## config.mk

```make
export PLATFORM = sky130hd
export DESIGN_NAME = vend_customer_agent_flat
export DESIGN_NICKNAME = d
export VERILOG_FILES = /design/src/rtl/vend_pkg.sv /design/src/rtl/vend_customer_agent_if.sv /design/src/rtl/vend_timeout_ctr.sv /design/src/rtl/vend_customer_agent.sv /design/src/flat_wrapper.sv
export SDC_FILE = /design/constraint.sdc
export NUM_CORES = 1
export LEC_CHECK = 0
export CORE_MARGIN = 4
export CORE_UTILIZATION = 43
export DETAILED_ROUTE_END_ITERATION = 8
export PLACE_DENSITY = 0.73
export SLEW_MARGIN = 20
export SYNTH_ARGS = -nofsm -noshare
export SYNTH_HDL_FRONTEND = slang
export SYNTH_SLANG_ARGS = --single-unit
```

## constraint.sdc

```tcl
create_clock -name CLK -period 6.16 [get_ports CLK]
set_clock_uncertainty 0.1 [all_clocks]
set_input_delay 0.924 -clock CLK [delete_from_list [all_inputs] [get_ports CLK]]
set_output_delay 0.924 -clock CLK [all_outputs]
set_load 0.1 [all_outputs]
```

## src/rtl/vend_pkg.sv

```systemverilog
`default_nettype none
// +----------------------------------------------------------------------+
// | vend_pkg : shared types and constants for the vending customer agent |
// | Revision : 1.0                                                       |
// +----------------------------------------------------------------------+
package vend_pkg;

   localparam int COST_W = 3;
   localparam int ITEM_W = 4;

   localparam logic [2:0] RES_OK       = 3'd0;
   localparam logic [2:0] RES_INVALID  = 3'd1;
   localparam logic [2:0] RES_NO_FUNDS = 3'd2;
   localparam logic [2:0] RES_FAILED   = 3'd3;
   localparam logic [2:0] RES_TIMEOUT  = 3'd4;

   typedef enum logic [3:0] {
      ST_IDLE      = 4'd0,
      ST_INSERT    = 4'd1,
      ST_KEY1      = 4'd2,
      ST_GAP       = 4'd3,
      ST_KEY2      = 4'd4,
      ST_WAIT_COST = 4'd5,
      ST_PAY       = 4'd6,
      ST_WAIT_VEND = 4'd7,
      ST_DOOR      = 4'd8,
      ST_WAIT_FAIL = 4'd9,
      ST_EJECT     = 4'd10,
      ST_REPORT    = 4'd11
   } state_t;

   // States that share the response timeout counter
   function automatic logic is_wait(input state_t s);
      return (s == ST_WAIT_COST) || (s == ST_WAIT_VEND) || (s == ST_WAIT_FAIL);
   endfunction

endpackage
`default_nettype wire

```

## src/rtl/vend_customer_agent_if.sv

```systemverilog
`default_nettype none
// +----------------------------------------------------------------------+
// | vend_customer_agent_if : request and machine-side signal bundle      |
// | Revision : 1.0                                                       |
// +----------------------------------------------------------------------+
interface vend_customer_agent_if #(
   parameter int BAL_W = 8
);
   import vend_pkg::*;

   logic                REQ_VALID;
   logic                REQ_READY;
   logic [7:0]          REQ_ITEM;
   logic                LOAD_BAL;
   logic [BAL_W-1:0]    REQ_BALANCE;
   logic                CARD_IN;
   logic                KEY_PRESS;
   logic [ITEM_W-1:0]   ITEM_CODE;
   logic                VALID_TRAN;
   logic                DOOR_OPEN;
   logic                VEND;
   logic                INVALID_SEL;
   logic [COST_W-1:0]   COST;
   logic                FAILED_TRAN;
   logic                DONE;
   logic [2:0]          RESULT;
   logic [BAL_W-1:0]    BALANCE;

   modport master (
      input  REQ_VALID, REQ_ITEM, LOAD_BAL, REQ_BALANCE,
      input  VEND, INVALID_SEL, COST, FAILED_TRAN,
      output REQ_READY, CARD_IN, KEY_PRESS, ITEM_CODE, VALID_TRAN, DOOR_OPEN,
      output DONE, RESULT, BALANCE
   );

   modport slave (
      output REQ_VALID, REQ_ITEM, LOAD_BAL, REQ_BALANCE,
      output VEND, INVALID_SEL, COST, FAILED_TRAN,
      input  REQ_READY, CARD_IN, KEY_PRESS, ITEM_CODE, VALID_TRAN, DOOR_OPEN,
      input  DONE, RESULT, BALANCE
   );

endinterface
`default_nettype wire

```

## src/rtl/vend_timeout_ctr.sv

```systemverilog
`default_nettype none
// +----------------------------------------------------------------------+
// | vend_timeout_ctr : response timeout counter shared by the wait states|
// | Revision : 1.0                                                       |
// +----------------------------------------------------------------------+
module vend_timeout_ctr #(
   parameter int LIMIT = 8
) (
   input  wire logic clk,
   input  wire logic rst,
   input  wire logic i_clear,
   input  wire logic i_enable,
   output logic      o_tc
);

   localparam int              CW     = $clog2(LIMIT + 1);
   localparam logic [CW-1:0]   c_last = CW'(LIMIT - 1);

   logic [CW-1:0] r_cnt;

   // Terminal count flags the LIMIT-th waiting cycle, so the exit edge lands
   // exactly LIMIT cycles after entry.
   always_ff @(posedge clk or posedge rst) begin
      if (rst)
         r_cnt <= '0;
      else if (i_clear)
         r_cnt <= '0;
      else if (i_enable && (r_cnt != c_last))
         r_cnt <= r_cnt + 1'b1;
   end

   assign o_tc = i_enable && (r_cnt == c_last);

endmodule
`default_nettype wire

```

## src/rtl/vend_customer_agent.sv

```systemverilog
`default_nettype none
// +----------------------------------------------------------------------+
// | vend_customer_agent : customer-side driver for the vending machine   |
// | Revision : 1.0                                                       |
// +----------------------------------------------------------------------+
module vend_customer_agent #(
   parameter int BAL_W        = 8,
   parameter int KEY_GAP      = 1,
   parameter int RESP_TIMEOUT = 8,
   parameter int DOOR_CYCLES  = 1
) (
   input  wire logic            CLK,
   input  wire logic            RESET,
   vend_customer_agent_if.master bus
);
   import vend_pkg::*;

   localparam int                HOLD_MAX    = (KEY_GAP > DOOR_CYCLES) ? KEY_GAP : DOOR_CYCLES;
   localparam int                HOLD_W      = $clog2(HOLD_MAX + 1);
   localparam logic [HOLD_W-1:0] c_gap_last  = HOLD_W'(KEY_GAP - 1);
   localparam logic [HOLD_W-1:0] c_door_last = HOLD_W'(DOOR_CYCLES - 1);

   state_t              r_state, w_state_next;
   logic [2:0]          r_result, w_result_next;
   logic [7:0]          r_item;
   logic [COST_W-1:0]   r_cost;
   logic [BAL_W-1:0]    r_balance;
   logic [HOLD_W-1:0]   r_hold_cnt;
   logic                r_req_ready, r_card_in, r_key_press, r_valid_tran, r_door_open, r_done;
   logic [ITEM_W-1:0]   r_item_code;
   logic                w_req_ready, w_card_in, w_key_press, w_valid_tran, w_door_open, w_done;
   logic [ITEM_W-1:0]   w_item_code;
   logic                w_load, w_accept, w_cost_valid, w_cost_ok, w_tc, w_to_clear;
   logic [BAL_W-1:0]    w_cost_ext, w_cost_lat_ext;

   assign w_load         = (r_state == ST_IDLE) && bus.LOAD_BAL;
   assign w_accept       = r_req_ready && bus.REQ_VALID && !bus.LOAD_BAL;
   assign w_cost_ext     = {{(BAL_W-COST_W){1'b0}}, bus.COST};
   assign w_cost_lat_ext = {{(BAL_W-COST_W){1'b0}}, r_cost};
   assign w_cost_valid   = (bus.COST != '0);
   assign w_cost_ok      = (w_cost_ext <= r_balance);
   assign w_to_clear     = is_wait(w_state_next) && (w_state_next != r_state);

   vend_timeout_ctr #(
      .LIMIT    (RESP_TIMEOUT)
   ) u_timeout (
      .clk      (CLK),
      .rst      (RESET),
      .i_clear  (w_to_clear),
      .i_enable (is_wait(r_state)),
      .o_tc     (w_tc)
   );

   // State, datapath and registered outputs
   always_ff @(posedge CLK or posedge RESET) begin
      if (RESET) begin
         r_state      <= ST_IDLE;
         r_result     <= RES_OK;
         r_item       <= '0;
         r_cost       <= '0;
         r_balance    <= '0;
         r_hold_cnt   <= '0;
         r_req_ready  <= 1'b0;
         r_card_in    <= 1'b0;
         r_key_press  <= 1'b0;
         r_item_code  <= '0;
         r_valid_tran <= 1'b0;
         r_door_open  <= 1'b0;
         r_done       <= 1'b0;
      end else begin
         r_state      <= w_state_next;
         r_result     <= w_result_next;
         r_req_ready  <= w_req_ready;
         r_card_in    <= w_card_in;
         r_key_press  <= w_key_press;
         r_item_code  <= w_item_code;
         r_valid_tran <= w_valid_tran;
         r_door_open  <= w_door_open;
         r_done       <= w_done;
         if (w_accept)
            r_item <= bus.REQ_ITEM;
         if ((r_state == ST_WAIT_COST) && (w_state_next == ST_PAY))
            r_cost <= bus.COST;
         if (w_load)
            r_balance <= bus.REQ_BALANCE;
         else if ((r_state == ST_WAIT_VEND) && bus.VEND)
            r_balance <= r_balance - w_cost_lat_ext;
         if (w_state_next != r_state)
            r_hold_cnt <= '0;
         else if ((r_state == ST_GAP) || (r_state == ST_DOOR))
            r_hold_cnt <= r_hold_cnt + 1'b1;
      end
   end

   // Next state; responses take priority over the timeout in the same cycle
   always_comb begin
      w_state_next  = r_state;
      w_result_next = r_result;
      case (r_state)
         ST_IDLE:   if (w_accept) w_state_next = ST_INSERT;
         ST_INSERT: w_state_next = ST_KEY1;
         ST_KEY1:   w_state_next = ST_GAP;
         ST_GAP:    if (r_hold_cnt == c_gap_last) w_state_next = ST_KEY2;
         ST_KEY2:   w_state_next = ST_WAIT_COST;
         ST_WAIT_COST: begin
            if (bus.INVALID_SEL) begin
               w_state_next  = ST_EJECT;
               w_result_next = RES_INVALID;
            end else if (w_cost_valid && w_cost_ok) begin
               w_state_next  = ST_PAY;
            end else if (w_cost_valid) begin
               w_state_next  = ST_WAIT_FAIL;
               w_result_next = RES_NO_FUNDS;
            end else if (w_tc) begin
               w_state_next  = ST_EJECT;
               w_result_next = RES_TIMEOUT;
            end
         end
         ST_PAY:    w_state_next = ST_WAIT_VEND;
         ST_WAIT_VEND: begin
            if (bus.VEND) begin
               w_state_next  = ST_DOOR;
            end else if (bus.FAILED_TRAN) begin
               w_state_next  = ST_EJECT;
               w_result_next = RES_FAILED;
            end else if (w_tc) begin
               w_state_next  = ST_EJECT;
               w_result_next = RES_TIMEOUT;
            end
         end
         ST_DOOR: begin
            if (r_hold_cnt == c_door_last) begin
               w_state_next  = ST_EJECT;
               w_result_next = RES_OK;
            end
         end
         ST_WAIT_FAIL: if (bus.FAILED_TRAN || w_tc) w_state_next = ST_EJECT;
         ST_EJECT:  w_state_next = ST_REPORT;
         ST_REPORT: w_state_next = ST_IDLE;
         default:   w_state_next = ST_IDLE;
      endcase
   end

   // Outputs are decoded from the next state so they register in step with it
   always_comb begin
      w_req_ready  = 1'b0;
      w_card_in    = 1'b0;
      w_key_press  = 1'b0;
      w_item_code  = '0;
      w_valid_tran = 1'b0;
      w_door_open  = 1'b0;
      w_done       = 1'b0;
      case (w_state_next)
         ST_IDLE:   w_req_ready = 1'b1;
         ST_INSERT: w_card_in   = 1'b1;
         ST_KEY1: begin
            w_card_in   = 1'b1;
            w_key_press = 1'b1;
            w_item_code = r_item[7:4];
         end
         ST_GAP:    w_card_in   = 1'b1;
         ST_KEY2: begin
            w_card_in   = 1'b1;
            w_key_press = 1'b1;
            w_item_code = r_item[3:0];
         end
         ST_WAIT_COST, ST_WAIT_VEND, ST_WAIT_FAIL: begin
            w_card_in   = 1'b1;
            w_item_code = r_item[3:0];
         end
         ST_PAY: begin
            w_card_in    = 1'b1;
            w_item_code  = r_item[3:0];
            w_valid_tran = 1'b1;
         end
         ST_DOOR: begin
            w_card_in   = 1'b1;
            w_item_code = r_item[3:0];
            w_door_open = 1'b1;
         end
         ST_REPORT: w_done = 1'b1;
         default: ;
      endcase
   end

   assign bus.REQ_READY  = r_req_ready;
   assign bus.CARD_IN    = r_card_in;
   assign bus.KEY_PRESS  = r_key_press;
   assign bus.ITEM_CODE  = r_item_code;
   assign bus.VALID_TRAN = r_valid_tran;
   assign bus.DOOR_OPEN  = r_door_open;
   assign bus.DONE       = r_done;
   assign bus.RESULT     = r_result;
   assign bus.BALANCE    = r_balance;

endmodule
`default_nettype wire

```

## src/flat_wrapper.sv

```systemverilog
// flat-port wrapper written by rule: the top's interface ports become plain ports
module vend_customer_agent_flat import vend_pkg::*;
#(
   parameter int BAL_W        = 8,
   parameter int KEY_GAP      = 1,
   parameter int RESP_TIMEOUT = 8,
   parameter int DOOR_CYCLES  = 1
)
  (CLK, RESET, bus_REQ_VALID, bus_REQ_ITEM, bus_LOAD_BAL, bus_REQ_BALANCE, bus_VEND, bus_INVALID_SEL, bus_COST, bus_FAILED_TRAN, bus_REQ_READY, bus_CARD_IN, bus_KEY_PRESS, bus_ITEM_CODE, bus_VALID_TRAN, bus_DOOR_OPEN, bus_DONE, bus_RESULT, bus_BALANCE);
  vend_customer_agent_if #(.BAL_W(BAL_W)) bus_i ();
  input  wire logic CLK;
  input  wire logic RESET;
  input wire logic [$bits(bus_i.REQ_VALID)-1:0] bus_REQ_VALID;
  input wire logic [$bits(bus_i.REQ_ITEM)-1:0] bus_REQ_ITEM;
  input wire logic [$bits(bus_i.LOAD_BAL)-1:0] bus_LOAD_BAL;
  input wire logic [$bits(bus_i.REQ_BALANCE)-1:0] bus_REQ_BALANCE;
  input wire logic [$bits(bus_i.VEND)-1:0] bus_VEND;
  input wire logic [$bits(bus_i.INVALID_SEL)-1:0] bus_INVALID_SEL;
  input wire logic [$bits(bus_i.COST)-1:0] bus_COST;
  input wire logic [$bits(bus_i.FAILED_TRAN)-1:0] bus_FAILED_TRAN;
  output wire logic [$bits(bus_i.REQ_READY)-1:0] bus_REQ_READY;
  output wire logic [$bits(bus_i.CARD_IN)-1:0] bus_CARD_IN;
  output wire logic [$bits(bus_i.KEY_PRESS)-1:0] bus_KEY_PRESS;
  output wire logic [$bits(bus_i.ITEM_CODE)-1:0] bus_ITEM_CODE;
  output wire logic [$bits(bus_i.VALID_TRAN)-1:0] bus_VALID_TRAN;
  output wire logic [$bits(bus_i.DOOR_OPEN)-1:0] bus_DOOR_OPEN;
  output wire logic [$bits(bus_i.DONE)-1:0] bus_DONE;
  output wire logic [$bits(bus_i.RESULT)-1:0] bus_RESULT;
  output wire logic [$bits(bus_i.BALANCE)-1:0] bus_BALANCE;
  assign bus_i.REQ_VALID = bus_REQ_VALID;
  assign bus_i.REQ_ITEM = bus_REQ_ITEM;
  assign bus_i.LOAD_BAL = bus_LOAD_BAL;
  assign bus_i.REQ_BALANCE = bus_REQ_BALANCE;
  assign bus_i.VEND = bus_VEND;
  assign bus_i.INVALID_SEL = bus_INVALID_SEL;
  assign bus_i.COST = bus_COST;
  assign bus_i.FAILED_TRAN = bus_FAILED_TRAN;
  assign bus_REQ_READY = bus_i.REQ_READY;
  assign bus_CARD_IN = bus_i.CARD_IN;
  assign bus_KEY_PRESS = bus_i.KEY_PRESS;
  assign bus_ITEM_CODE = bus_i.ITEM_CODE;
  assign bus_VALID_TRAN = bus_i.VALID_TRAN;
  assign bus_DOOR_OPEN = bus_i.DOOR_OPEN;
  assign bus_DONE = bus_i.DONE;
  assign bus_RESULT = bus_i.RESULT;
  assign bus_BALANCE = bus_i.BALANCE;
  vend_customer_agent #(.BAL_W(BAL_W), .KEY_GAP(KEY_GAP), .RESP_TIMEOUT(RESP_TIMEOUT), .DOOR_CYCLES(DOOR_CYCLES)) u_core (.CLK(CLK), .RESET(RESET), .bus(bus_i));
endmodule
```

* Yosys cells after proc, flatten, opt, wreduce, memory -nomap -nowiden
Cells that the tools add are included.
** Storage, ports and cells
- Register bits after elaboration :: 41
- Latch bits :: 0
- Bits in writable memories :: 0
- Bits in read-only memories :: 0
- Input port bits :: 26
- Word-level logic and storage cells :: 103
- Memories kept :: 0
** Operators by class
- $add $sub $neg :: 3
- $mul :: 0
- Divide/modulo/power cells :: 0
- Magnitude comparators :: 1
- Equality and inequality tests :: 26
- Shifts and indexed selects :: 0
- Mux-type cells :: 32
- Bitwise logic cells :: 0
- Reduce and logical (&&, ||, !) cells :: 27
** Operator list (number)
- 4-bit 2-to-1 mux :: 12
- 4-bit one-hot mux with 11 select lines :: 1
- 4-bit by 3-bit equality test with 1-bit output (second input constant) :: 9
- 4-bit equality test (second input constant) :: 6
- 3-bit 2-to-1 mux :: 7
- 4-bit by 2-bit equality test with 1-bit output (second input constant) :: 4
- 8-bit 2-to-1 mux :: 2
- 1-bit logical AND :: 9
- 3-bit one-hot mux with 3 select lines :: 1
- 9-bit OR reduction :: 1
- 4-bit by 1-bit equality test with 1-bit output (second input constant) :: 2
- 3-bit by 8-bit <= comparator with 1-bit output :: 1
- 4-bit logical NOT :: 2
- 1-bit 2-to-1 mux :: 8
- 4-bit one-hot mux with 2 select lines :: 1
- 8-bit by 3-bit subtractor with 8-bit output :: 1
- 1-bit logical OR :: 6
- 2-bit nonzero test :: 3
- 3-bit nonzero test :: 2
- 6-bit OR reduction :: 1
- 4-bit by 1-bit adder with 4-bit output (second input constant) :: 1
- 2-bit != test (second input constant) :: 2
- 4-bit by 3-bit != test with 1-bit output (second input constant) :: 1
- 4-bit != test :: 1
- 5 further kinds :: 5

* Longest topological paths before layout
Gate-level depths: netlist of the first run.
- Depth in word-level cells :: 14
- Mapped depth :: 10
- Mapped depth without buffers :: 9

* Cells and area by module
From an unflattened synthesis of the first run, not the netlist that was laid out.
** Unflattened totals
- Cells, all modules :: 253
- Area total of the unflattened synthesis :: 2448.6 µm²
** Modules (own cells, without submodules)
- vend_customer_agent :: times used 1, cells each 229, area an instance 2230.9 µm², sequential area each 925.9 µm²
- vend_timeout_ctr :: times used 1, cells each 24, area an instance 217.7 µm², sequential area each 100.1 µm²

* Least setup slack after synthesis of the first run
No wires, ideal clock.
- Path kind :: reg-to-reg
- Start :: register u_core.r_balance[1] (netlist: u_core.bus.BALANCE[1])
- End :: register u_core.u_timeout.r_cnt[2]
- Library setup time :: 0.080 ns
- Data arrival time :: 3.243 ns
- Setup slack :: 2.737 ns
- Cell stages (with the launch flop) :: 11
- Buffers on the path :: 1
- Clock period less this slack :: 3.423 ns
- Cell sequence :: dfrtp_1 inv_1 ha_1 a31o_2 a211oi_4 or4_1 buf_4 a31o_1 a221o_1 o211a_4 nor3_2
** Between the ends
- Word-level cells in the longest chain between the ends :: 10
- Elaborated cells on any way between the ends :: 14
- Those cells by class :: 1 x order compare; 4 x eq/ne; 4 x mux; 5 x reduce/logical
** Ends and longest elaborated chain
- start: declaration :: RTL line vend_customer_agent.sv:27 : logic [BAL_W-1:0] r_balance;
- start signal: assignment :: RTL line vend_customer_agent.sv:85 : r_balance <= bus.REQ_BALANCE;
- start signal: assignment :: RTL line vend_customer_agent.sv:87 : r_balance <= r_balance - w_cost_lat_ext;
- 3-bit by 8-bit <= comparator with 1-bit output (*) :: RTL line vend_customer_agent.sv:41 : assign w_cost_ok = (w_cost_ext <= r_balance);
- 1-bit logical AND (*) :: RTL line vend_customer_agent.sv:109 : end else if (w_cost_valid && w_cost_ok) begin
- 4-bit 2-to-1 mux (*) :: RTL line vend_customer_agent.sv:109
- 4-bit 2-to-1 mux (*) :: RTL line vend_customer_agent.sv:106 : if (bus.INVALID_SEL) begin
- 4-bit one-hot mux with 11 select lines (*) :: RTL line vend_customer_agent.sv:99 : case (r_state)
- 4-bit by 3-bit equality test with 1-bit output :: RTL line vend_pkg.sv:34 : return (s == ST_WAIT_COST) || (s == ST_WAIT_VEND) || (s == ST_WAIT_FAIL);
- 1-bit logical OR (2 in series) :: RTL line vend_pkg.sv:34
- 1-bit logical AND (*) :: RTL line vend_customer_agent.sv:42 : assign w_to_clear = is_wait(w_state_next) && (w_state_next != r_state);
- 4-bit 2-to-1 mux / 2-bit nonzero test (equally long branches)
- end signal: assignment :: RTL line vend_timeout_ctr.sv:29 : r_cnt <= r_cnt + 1'b1;
- end: declaration :: RTL line vend_timeout_ctr.sv:19 : logic [CW-1:0] r_cnt;
Mark *: on every way between the ends. The rest lies on a longest branch, timed or not.
A chain may end at the register's enable or synchronous reset.

* Worst setup path in the final report of the first run
- Start :: input bus_COST[2]
- End :: register u_core.u_timeout.r_cnt[2]
** Between the ends
- Word-level cells in the longest chain between the ends :: 10
- Elaborated cells on any way between the ends :: 16
- Those cells by class :: 1 x order compare; 4 x eq/ne; 5 x mux; 6 x reduce/logical
** Ends and longest elaborated chain
- start: declaration :: RTL line flat_wrapper.sv:19 : input wire logic [$bits(bus_i.COST)-1:0] bus_COST;
- 3-bit by 8-bit <= comparator with 1-bit output / 3-bit nonzero test (equally long branches) :: RTL line vend_customer_agent.sv:41, vend_customer_agent.sv:40
- 1-bit logical AND / 4-bit 2-to-1 mux (equally long branches) :: RTL line vend_customer_agent.sv:109, vend_customer_agent.sv:111
- 4-bit 2-to-1 mux (*) :: RTL line vend_customer_agent.sv:109
- 4-bit 2-to-1 mux (*) :: RTL line vend_customer_agent.sv:106
- 4-bit one-hot mux with 11 select lines (*) :: RTL line vend_customer_agent.sv:99
- 4-bit by 3-bit equality test with 1-bit output :: RTL line vend_pkg.sv:34
- 1-bit logical OR (2 in series) :: RTL line vend_pkg.sv:34
- 1-bit logical AND (*) :: RTL line vend_customer_agent.sv:42
- 4-bit 2-to-1 mux / 2-bit nonzero test (equally long branches)
Marked as above.

==> reports/metrics.cfg, run 1 <==
[synthesis]
synth-seq-cells = 41
synth_top_flop_cell = dfrtp_1
synthMuxAreaShare_pct = 6.15
yosys.area.top_type_share_pct = 43.8
synth_fa_ha_area_share_pct = 4.60
syn_inst = 241
post_synth_instance_area_um2 = 2340
most_used_standard_cells_in_the_synthesized_netlist = 41 x dfrtp_1, 29 x nor2_1, 22 x a21oi_1
number_of_synthesized_flops_with_an_enable_pin = 0
yosysSeqAreaShare_pct = 43.8
synthesis.yosys.warnings = 0
synthDominantAreaCellType = dfrtp_1
yosys.cell_types.count = 58
synth_top_cells_by_area = dfrtp_1 44%, mux2_2 5.3%, a21oi_1 4.7%, nor2_1 4.6%, ha_1 3.7%
synth.net_count = 275
post_synth.cell_area_avg_um2 = 9.71
postSynth.asyncResetShare_pct = 100
synth_top_family_by_area = compound AO/OA/AOI/OAI gates
synth_xor_area_share_pct = 3.37
synth-compound-area-share_pct = 19.9
yosys.cell_count.top_type = dfrtp_1
synth-simple-area-share_pct = 17.6

[clocking]
cts_repair_resize_count = 0
cts_made_buffers = 5
tritoncts_clock_tree = yes
post-cts-setup-buffers = 0
clk_pin_slew_ns = 0.08
cts_max_path_buffers = 2
insertion_delay_of_the_later_clocked_pin_in_the_worst_skew_pair_ns = 0.29
h_tree_depth = 2
clk_root_buffer_cell = clkbuf_8
clock_sinks = 41
ctsHoldBuffers = 0

[global_route]
global_route.usage.total_pct = 16.4
grt_pass1_wl_um = 8490
grt_max_degree = 42
overflow = 0
grt_antenna_before_repair = 0
first_global_vias = 1820

[final_layout]
layout-drive-gt1-share_pct = 10.8
final_design_area_no_fill_um2 = 2990
area.growth.synth_to_final_pct = 27.5
insertedDiodeCount = 0
fin_nets = 319

[timing]
worst_slew_margin_rel_pct = 34.8
timing.final.crit_share_pct = 58.4
grt_setup_unrepaired = no
max_freq_ghz = 0.278
hold_slack_ns = 0.403
finalHoldViolations = 0
final-max-slew-violation-count = 0
period_minus_slack_ns = 3.60
final.setup.tns_ns = 0
timing_worst_slew_pin_value_ns = 0.975
setup_viol = 0
fin_ws_ns = 2.56

[pwr]
maximum_ir_drop_on_the_vdd_rail_v = 0.000337
power_density_nw_per_um2 = 611
leakagePower_nw = 1.29

[floorplan]
io_pins = 47
die_area_um2 = 6690
die_h_um = 81.8
die_width_um = 81.8
core_area_um2 = 5200
rows = 26
starting_density_of_the_core_pct = 45.0

[flow_run]
max_capacitance_violation_total = 0

[critical_path]
startpoint_type = input pin
critical-path-slowest-cell = or4_1
reg2reg_setup_slack_ns = 3.18
worstRegToRegCells = 9
required_ns = 6.28
worstReg2RegStart = u_core.bus.BALANCE[2]
critPathArrivalTime_ns = 3.72
path_buf_inv = 1
cp-end-kind = flop
worst_setup_path_class = input pin to flop
cp_top_family = compound AO/OA/AOI/OAI gates
crit_chain = clkdlybuf4s50_1, ha_1, a21oi_2, a211oi_4, or4_1, a31o_1, a221o_1, o211a_4, nor3_2
worst_path_largest_cell_delay_ns = 0.66
critical_path_peak_fanout = 7
reg_to_reg_end = u_core.u_timeout.r_cnt[2]

[placed_design]
placed_area_um2 = 2850
routabilityCongestion = 0.875
place_hpwl_um = 3750
i_o_buffers = 46
pre_cts_slack_ns = 2.29

[route]
drt-pass1-iter-count = 4
drt_iter0_drc = 234
detail_route.vias_per_cell = 5.36
wl_per_cell_um = 14.3
via_count = 1907
detail-route-antenna-nets = 0
route.final.wire_length_um = 5110
drc_errors = 0

[hold_path]
holdPathEnd = u_core.bus.RESULT[2]
hold_path.class = flop to flop
hp-start = u_core.bus.RESULT[2]
timing.hold.worst_path_depth = 1

[outcome]
outcome = completed

[per-stage QoR]
stage          total power [W]  cells  util [%]
6_report               0.00183    356      57.4
5_1_grt                0.00195    356      57.4
4_1_cts                0.00184    356      57.4
3_5_place_dp           0.00157    348      54.7
3_3_place_gp           0.00155    348      54.7
2_1_floorplan          0.00134    241         -
[worst max path at each step]
| stage | end | start | slack (ns) | cells after the start |
|---|---|---|---|---|
| finish | u_core.u_timeout.r_cnt[2] | bus_COST[2] | 2.56 | 9 |
| global route | u_core.u_timeout.r_cnt[2] | bus_COST[2] | 2.47 | 9 |
| CTS | u_core.u_timeout.r_cnt[2] | bus_COST[2] | 2.59 | 9 |
| detailed placement | u_core.u_timeout.r_cnt[2] | bus_COST[2] | 2.29 | 9 |
| global placement | u_core.u_timeout.r_cnt[2] | bus_COST[2] | 2.35 | 9 |
| floorplan | u_core.u_timeout.r_cnt[2] | u_core.bus.BALANCE[1] | 2.74 | 10 |
[registers in the layout (all words and copies together), names as in the netlist, 3 cells and up]
name                    count
u_core.bus.RESULT           3
u_core.r_cost               3
u_core.r_item               8
u_core.bus.ITEM_CODE        4
u_core.bus.BALANCE          8
u_core.u_timeout.r_cnt      4
u_core.r_state              4
[kinds of logic (layout without fill, tap and decap cells)]
logic type / after synthesis / count (layout)
buffers and inverters: 25 / 70
adders and majority gates: 8 / 8
and+or+nand+nor: 77 / 77
muxes: 13 / 13
xor gates and xnor gates: 9 / 9
AOI/OAI and AO/OA: 68 / 68
DFF: 41 / 41
[cell usage in the layout, fill, tap and decap left out, types with 2 or more instances in the layout]
master | Yosys | final
dfrtp_1 | 41 | 41
nand2b_1 | 7 | 7
inv_1 | 15 | 15
mux2i_1 | 2 | 2
a22o_1 | 4 | 4
or3_1 | 2 | 2
o211ai_1 | 3 | 3
o21ai_0 | 13 | 13
nand3b_1 | 2 | 2
nor2b_1 | 2 | 2
mux2_2 | 11 | 11
a21oi_1 | 22 | 22
a211oi_1 | 3 | 3
nor2_1 | 29 | 29
nand2_1 | 9 | 9
nor3_1 | 9 | 9
xor2_1 | 4 | 4
a31oi_1 | 2 | 2
ha_1 | 7 | 7
and4b_1 | 2 | 2
clkbuf_8 | 0 | 5
bufinv_16 | 0 | 2
o22ai_1 | 2 | 2
clkdlybuf4s50_1 | 0 | 46
nand3_1 | 4 | 4
o21a_1 | 2 | 2
xnor2_1 | 5 | 5
[final cells by class]
class	count	area (µm²)
multi-input cells	175	1210
clock buffers	5	68.8
repair buffers	47	468
inverters	15	56.3
well taps	70	87.6
fillers	488	2220
flip-flops and latches	41	1030
clock inverters	3	68.8
[report_power, final]
| part | internal, W | switching (W) |
|---|---|---|
| registers | 0.000384 | 0.000142 |
| clock network | 0.000163 | 0.0000994 |
| logic | 0.000348 | 0.000689 |
[per-layer routing]
layer / GRT usage (%) / routed length [µm] / vias up
met4: 5.81 / 82 / 0
met2: 25.8 / 2440 / 71
li1: - / - / 947
met3: 3.07 / 349 / 11
met5: 0 / 0 / -
met1: 22.4 / 2240 / 878
Note: power is estimated with default switching activity, not from simulation.
==> run 2, diff against run 1 <==
==> constraint.sdc (replaced) <==
create_clock -name CLK -period 3.6 [get_ports CLK]
set_clock_uncertainty 0.1 [all_clocks]
set_input_delay 0.54 -clock CLK [delete_from_list [all_inputs] [get_ports CLK]]
set_output_delay 0.54 -clock CLK [all_outputs]
set_load 0.1 [all_outputs]
==> reports/metrics.cfg, run 2 (synthesized netlist as in run 1, its figures left out) <==
[timing]
setup_viol = 0  ; unchanged
worst_slew_margin_rel_pct = 34.8  ; about the same
grt_setup_unrepaired = no
finalHoldViolations = 0  ; unchanged
period_minus_slack_ns = 3.03
timing.final.crit_share_pct = 84.1
timing_worst_slew_pin_value_ns = 0.974  ; -0.000248 ns
final.setup.tns_ns = 0  ; unchanged
final-max-slew-violation-count = 0  ; unchanged
max_freq_ghz = 0.330

[clocking]
tritoncts_clock_tree = yes
h_tree_depth = 2  ; unchanged
post-cts-setup-buffers = 0  ; unchanged
insertion_delay_of_the_later_clocked_pin_in_the_worst_skew_pair_ns = 0.29  ; about the same
cts_made_buffers = 5  ; unchanged
clk_root_buffer_cell = clkbuf_8
clk_pin_slew_ns = 0.08  ; about the same
clock_sinks = 41  ; unchanged
cts_repair_resize_count = 0  ; unchanged
ctsHoldBuffers = 0  ; unchanged
cts_max_path_buffers = 2  ; unchanged

[global_route]
grt_pass1_wl_um = 8240  ; -2.9%
grt_antenna_before_repair = 0  ; unchanged
overflow = 0  ; unchanged
first_global_vias = 1812  ; -0.44%
global_route.usage.total_pct = 15.8  ; -0.52 points
grt_max_degree = 42  ; unchanged

[flow_run]
max_capacitance_violation_total = 0  ; unchanged

[pwr]
power.share.sequential_pct = 29.6  ; +0.8 points
p_sw_w = 0.00155  ; +67%
p_comb_share_pct = 58.8  ; +2.0 points
power.clock.fraction_pct = 11.6  ; -2.8 points
maximum_ir_drop_on_the_vdd_rail_v = 0.000596  ; +77%
internal-power_w = 0.00147  ; +64%
power_density_nw_per_um2 = 1010  ; +65%
leakagePower_nw = 1.29  ; +0.33%
power_switching_share_pct = 51.4  ; +0.45 points

[final_layout]
final-instance-count-excl-fill = 359  ; +0.84%
layout-drive-gt1-share_pct = 11.8  ; +0.93 points
final_design_area_no_fill_um2 = 2980  ; -0.13%
area.growth.synth_to_final_pct = 27.4
mostFrequentLayoutCells = 46 x clkdlybuf4s50_1, 41 x dfrtp_1, 29 x nor2_1
fin_nets = 323  ; +1.3%
layout_commonest_cell = clkdlybuf4s50_1
insertedDiodeCount = 0  ; unchanged

[floorplan]
io_pins = 47  ; unchanged
die_h_um = 81.8  ; unchanged
starting_density_of_the_core_pct = 45.0  ; unchanged
die_width_um = 81.8  ; unchanged
rows = 26  ; unchanged
die_area_um2 = 6690  ; unchanged
core_area_um2 = 5200  ; unchanged

[route]
drt-pass1-iter-count = 4  ; unchanged
via_count = 1908  ; +0.052%
detail_route.vias_per_cell = 5.31  ; -0.78%
drt_iter0_drc = 114  ; -51%
route.final.wire_length_um = 4900  ; -4.0%
drc_errors = 0  ; unchanged
wl_per_cell_um = 13.7  ; -4.8%
detail-route-antenna-nets = 0  ; unchanged

[critical_path]
worst_setup_path_class = input pin to flop
startpoint_type = input pin
critPathArrivalTime_ns = 3.14  ; -0.58 ns
cp-end-kind = flop
required_ns = 3.71  ; -2.57 ns
critical_path_peak_fanout = 4  ; -3

[placed_design]
i_o_buffers = 46  ; unchanged
routabilityCongestion = 0.906  ; +3.6%
placed_area_um2 = 2880  ; +1.1%
place_hpwl_um = 3640  ; -3.1%
placedCellCount = 352  ; +1.1%

[hold_path]
hold_path.class = flop to flop

[outcome]
outcome = completed

run 2: cell types whose count changed in the layout (fill, tap and decap cells not counted), sizes merged:
cell / change
buf: +4
bufinv: -1
clkinv: +1
inv: -1
run 2: per-stage QoR:
stage,power (W),hold WS [ns],setup slack [ns],util [%]
finish,0.00302,0.391,0.571,57.3
global route,0.00325,0.410,0.466,57.3
CTS,0.00304,0.394,0.579,57.3
detailed placement,0.00268,0.377,0.291,55.3
global placement,0.00266,0.376,0.332,55.3
floorplan,0.00228,0.352,0.177,-
run 2: final timing paths:
path                                       startpoint                         to  slack, ns  cells past startpoint
worst max-delay path                      bus_COST[2]  u_core.u_timeout.r_cnt[2]       0.57                      9
worst max register to register  u_core.bus.BALANCE[2]  u_core.u_timeout.r_cnt[2]       0.80                      9
min in group asynchronous                       RESET      u_core.bus.BALANCE[6]       0.57                      3
worst min register to register       u_core.r_item[4]    u_core.bus.ITEM_CODE[0]       0.39                      1
max in group asynchronous                       RESET  u_core.u_timeout.r_cnt[2]       2.48                      3
worst min-delay path                 u_core.r_item[4]    u_core.bus.ITEM_CODE[0]       0.39                      1
run 2: power groups by stage:
| stage | clock, W | sequential [W] | combinational (W) |
|---|---|---|---|
| after floorplan | 0 | 0.00141 | 0.000870 |
| after global placement | 0 | 0.000898 | 0.00176 |
| after detailed placement | 0 | 0.000899 | 0.00178 |
| after CTS | 0.000362 | 0.000891 | 0.00179 |
| after global routing | 0.000383 | 0.000929 | 0.00194 |
| final | 0.000350 | 0.000893 | 0.00177 |
run 2: worst max-delay path, stage by stage:
cell,delay (ns)
clkdlybuf4s50_1,0.52
ha_1,0.28
a21oi_2,0.19
a211oi_4,0.10
or4_1,0.54
a31o_1,0.24
a221o_1,0.33
o211a_4,0.25
nor3_2,0.16
run 2: cell type report:
class | count | area, µm²
Fill cell | 456 | 2220
Multi-Input combinational cell | 175 | 1210
Sequential cell | 41 | 1030
Timing Repair Buffer | 51 | 498
Tap cell | 70 | 87.6
Clock buffer | 5 | 68.8
Inverter | 15 | 56.3
Clock inverter | 2 | 35.0
run 2: layer usage:
layer,track usage [%],vias up,part of all wire (%)
li1,-,954,-
met2,24.6,50,46
met4,6.31,0,1.9
met1,22.2,890,47
met3,2.30,14,4.8
met5,0,-,0
==> run 3, diff against run 2 <==
--- a/config.mk
+++ b/config.mk
@@ -8,7 +8,7 @@
 export CORE_MARGIN = 4
 export CORE_UTILIZATION = 43
 export DETAILED_ROUTE_END_ITERATION = 8
-export PLACE_DENSITY = 0.73
+export PLACE_DENSITY = 0.75
 export SLEW_MARGIN = 20
 export SYNTH_ARGS = -nofsm -noshare
 export SYNTH_HDL_FRONTEND = slang
==> constraint.sdc (replaced) <==
create_clock -name CLK -period 2.5 [get_ports CLK]
set_clock_uncertainty 0.1 [all_clocks]
set_input_delay 0.375 -clock CLK [delete_from_list [all_inputs] [get_ports CLK]]
set_output_delay 0.375 -clock CLK [all_outputs]
set_load 0.1 [all_outputs]
==> reports/metrics.cfg, run 3 (synthesized netlist as in run 1, its figures left out) <==
[timing]
setup_viol = 8  ; +8
final-max-slew-violation-count = 0  ; unchanged
max_freq_ghz = 0.381
worst_slew_margin_rel_pct = 51.0  ; +16 points
hold_slack_ns = 0.387  ; -0.00370 ns
finalHoldViolations = 0  ; unchanged
grt_setup_unrepaired = yes
final.setup.tns_ns = -0.463  ; -0.463 ns
timing_worst_slew_pin_value_ns = 0.734  ; -0.240 ns
fin_ws_ns = -0.123  ; -0.694 ns
period_minus_slack_ns = 2.62
timing.final.crit_share_pct = 105

[pwr]
power.clock.fraction_pct = 12.6  ; +1.0 points
power.share.sequential_pct = 23.7  ; -5.9 points
power_switching_share_pct = 48.7  ; -2.7 points
p_sw_w = 0.00249  ; +61%
internal-power_w = 0.00262  ; +79%
leakagePower_nw = 1.53  ; +18%
power_density_nw_per_um2 = 1520  ; +50%
maximum_ir_drop_on_the_vdd_rail_v = 0.00102  ; +70%
p_comb_share_pct = 63.6  ; +4.8 points

[clocking]
insertion_delay_of_the_later_clocked_pin_in_the_worst_skew_pair_ns = 0.29  ; about the same
clk_root_buffer_cell = clkbuf_8
h_tree_depth = 2  ; unchanged
clock_sinks = 41  ; unchanged
cts_max_path_buffers = 2  ; unchanged
clk_pin_slew_ns = 0.08  ; about the same
tritoncts_clock_tree = yes
ctsHoldBuffers = 0  ; unchanged
cts_made_buffers = 5  ; unchanged

[global_route]
grt_max_degree = 26  ; -38%
overflow = 0  ; unchanged
global_route.usage.total_pct = 18.2  ; +2.4 points
grt_antenna_before_repair = 0  ; unchanged
first_global_vias = 2068  ; +14%
grt_pass1_wl_um = 9540  ; +16%

[critical_path]
path_buf_inv = 1  ; unchanged
critPathArrivalTime_ns = 2.75  ; -0.39 ns
cp_top_family = compound AO/OA/AOI/OAI gates
worst_setup_path_class = flop to flop
worstReg2RegStart = u_core.bus.BALANCE[3]
required_ns = 2.62  ; -1.09 ns
critical_path_peak_fanout = 4  ; unchanged
critical_path.startpoint = u_core.bus.BALANCE[3]
cp-end-kind = flop
reg2reg_setup_slack_ns = -0.12  ; -0.92 ns
crit_chain = or4_4, a211oi_4, buf_4, o21ai_1, and2_4, a221o_1, o211a_4, nor3_2
critical-path-slowest-cell = or4_4
worst_path_largest_cell_delay_ns = 0.57  ; +0.03 ns
startpoint_type = flop

[final_layout]
final-instance-count-excl-fill = 398  ; +11%
mostFrequentLayoutCells = 61 x buf_4, 33 x dfrtp_1, 28 x nor2_1
layout-drive-gt1-share_pct = 33.8  ; +22 points
fillerInstances = 431  ; -5.5%
final_design_area_no_fill_um2 = 3370  ; +13%
area.growth.synth_to_final_pct = 43.9
insertedDiodeCount = 0  ; unchanged
fin_nets = 361  ; +12%
layout_commonest_cell = buf_4

[route]
wl_per_cell_um = 14.1  ; +3.4%
route.final.wire_length_um = 5620  ; +15%
detail-route-antenna-nets = 0  ; unchanged
drt_iter0_drc = 147  ; +29%
drt-pass1-iter-count = 4  ; unchanged
via_count = 2100  ; +10%
detail_route.vias_per_cell = 5.28  ; -0.72%
drc_errors = 0  ; unchanged

[placed_design]
i_o_buffers = 46  ; unchanged
placed_area_um2 = 3180  ; +10%
place_hpwl_um = 4320  ; +19%
routabilityCongestion = 0.914  ; +0.89%
placedCellCount = 389  ; +11%

[hold_path]
hold_path.class = input pin to async pin

[floorplan]
io_pins = 47  ; unchanged
die_area_um2 = 6690  ; unchanged
starting_density_of_the_core_pct = 45.0  ; unchanged
core_area_um2 = 5200  ; unchanged
die_h_um = 81.8  ; unchanged
die_width_um = 81.8  ; unchanged
rows = 26  ; unchanged

[outcome]
failing_checks = setup timing
outcome = finished with violations

[flow_run]
max_capacitance_violation_total = 0  ; unchanged

-- run 3: power by group through the flow --
stage,combinational [W],clock [W],sequential [W]
after floorplan,0.00131,0,0.00208
after global placement,0.00301,0,0.00122
after detailed placement,0.00307,0,0.00122
after CTS,0.00319,0.000661,0.00121
after global routing,0.00351,0.000693,0.00125
final,0.00325,0.000646,0.00121
-- run 3: stage by stage --
step	util (%)	setup slack [ns]	power, W
6_report	64.7	-0.123	0.00512
4_1_cts	64.4	-0.124	0.00506
3_5_place_dp	61.1	-0.573	0.00429
2_1_floorplan	-	-0.428	0.00339
5_1_grt	64.7	-0.174	0.00545
3_3_place_gp	61.1	-0.523	0.00423
-- run 3: cell type report --
| cell class | count | area [µm²] | share of cell area (%) |
|---|---|---|---|
| Tap cell | 70 | 87.6 | 2.60 |
| Clock buffer | 5 | 68.8 | 2.04 |
| Multi-Input combinational cell | 175 | 1290 | 38.3 |
| Sequential cell | 41 | 1050 | 31.1 |
| Inverter | 15 | 56.3 | 1.67 |
| Timing Repair Buffer | 89 | 747 | 22.2 |
| Clock inverter | 3 | 68.8 | 2.04 |
-- run 3: final timing paths --
kind,endpoint,cells after the start
hold reg to reg,u_core.bus.ITEM_CODE[3],1
setup / recovery,u_core.u_timeout.r_cnt[2],8
min in group CLK,u_core.bus.ITEM_CODE[3],1
setup reg to reg,u_core.u_timeout.r_cnt[2],8
hold / removal,u_core.bus.BALANCE[4],2
max in group asynchronous,u_core.r_state[1],3
-- run 3: metal layers --
metal	routed length [µm]	global-route usage, %	up-vias
li1	-	-	1035
met1	2480	23.4	983
met2	2720	30.9	70
met3	322	3.51	12
met4	103	5.98	0
met5	0	0	-
-- run 3: timing repair --
item / in CTS / in global routing
setup buffers: 2 / 0
endpoints found under the setup margin: 11 / 11
pin swaps: 15 / 5
resized for setup: 9 / 7
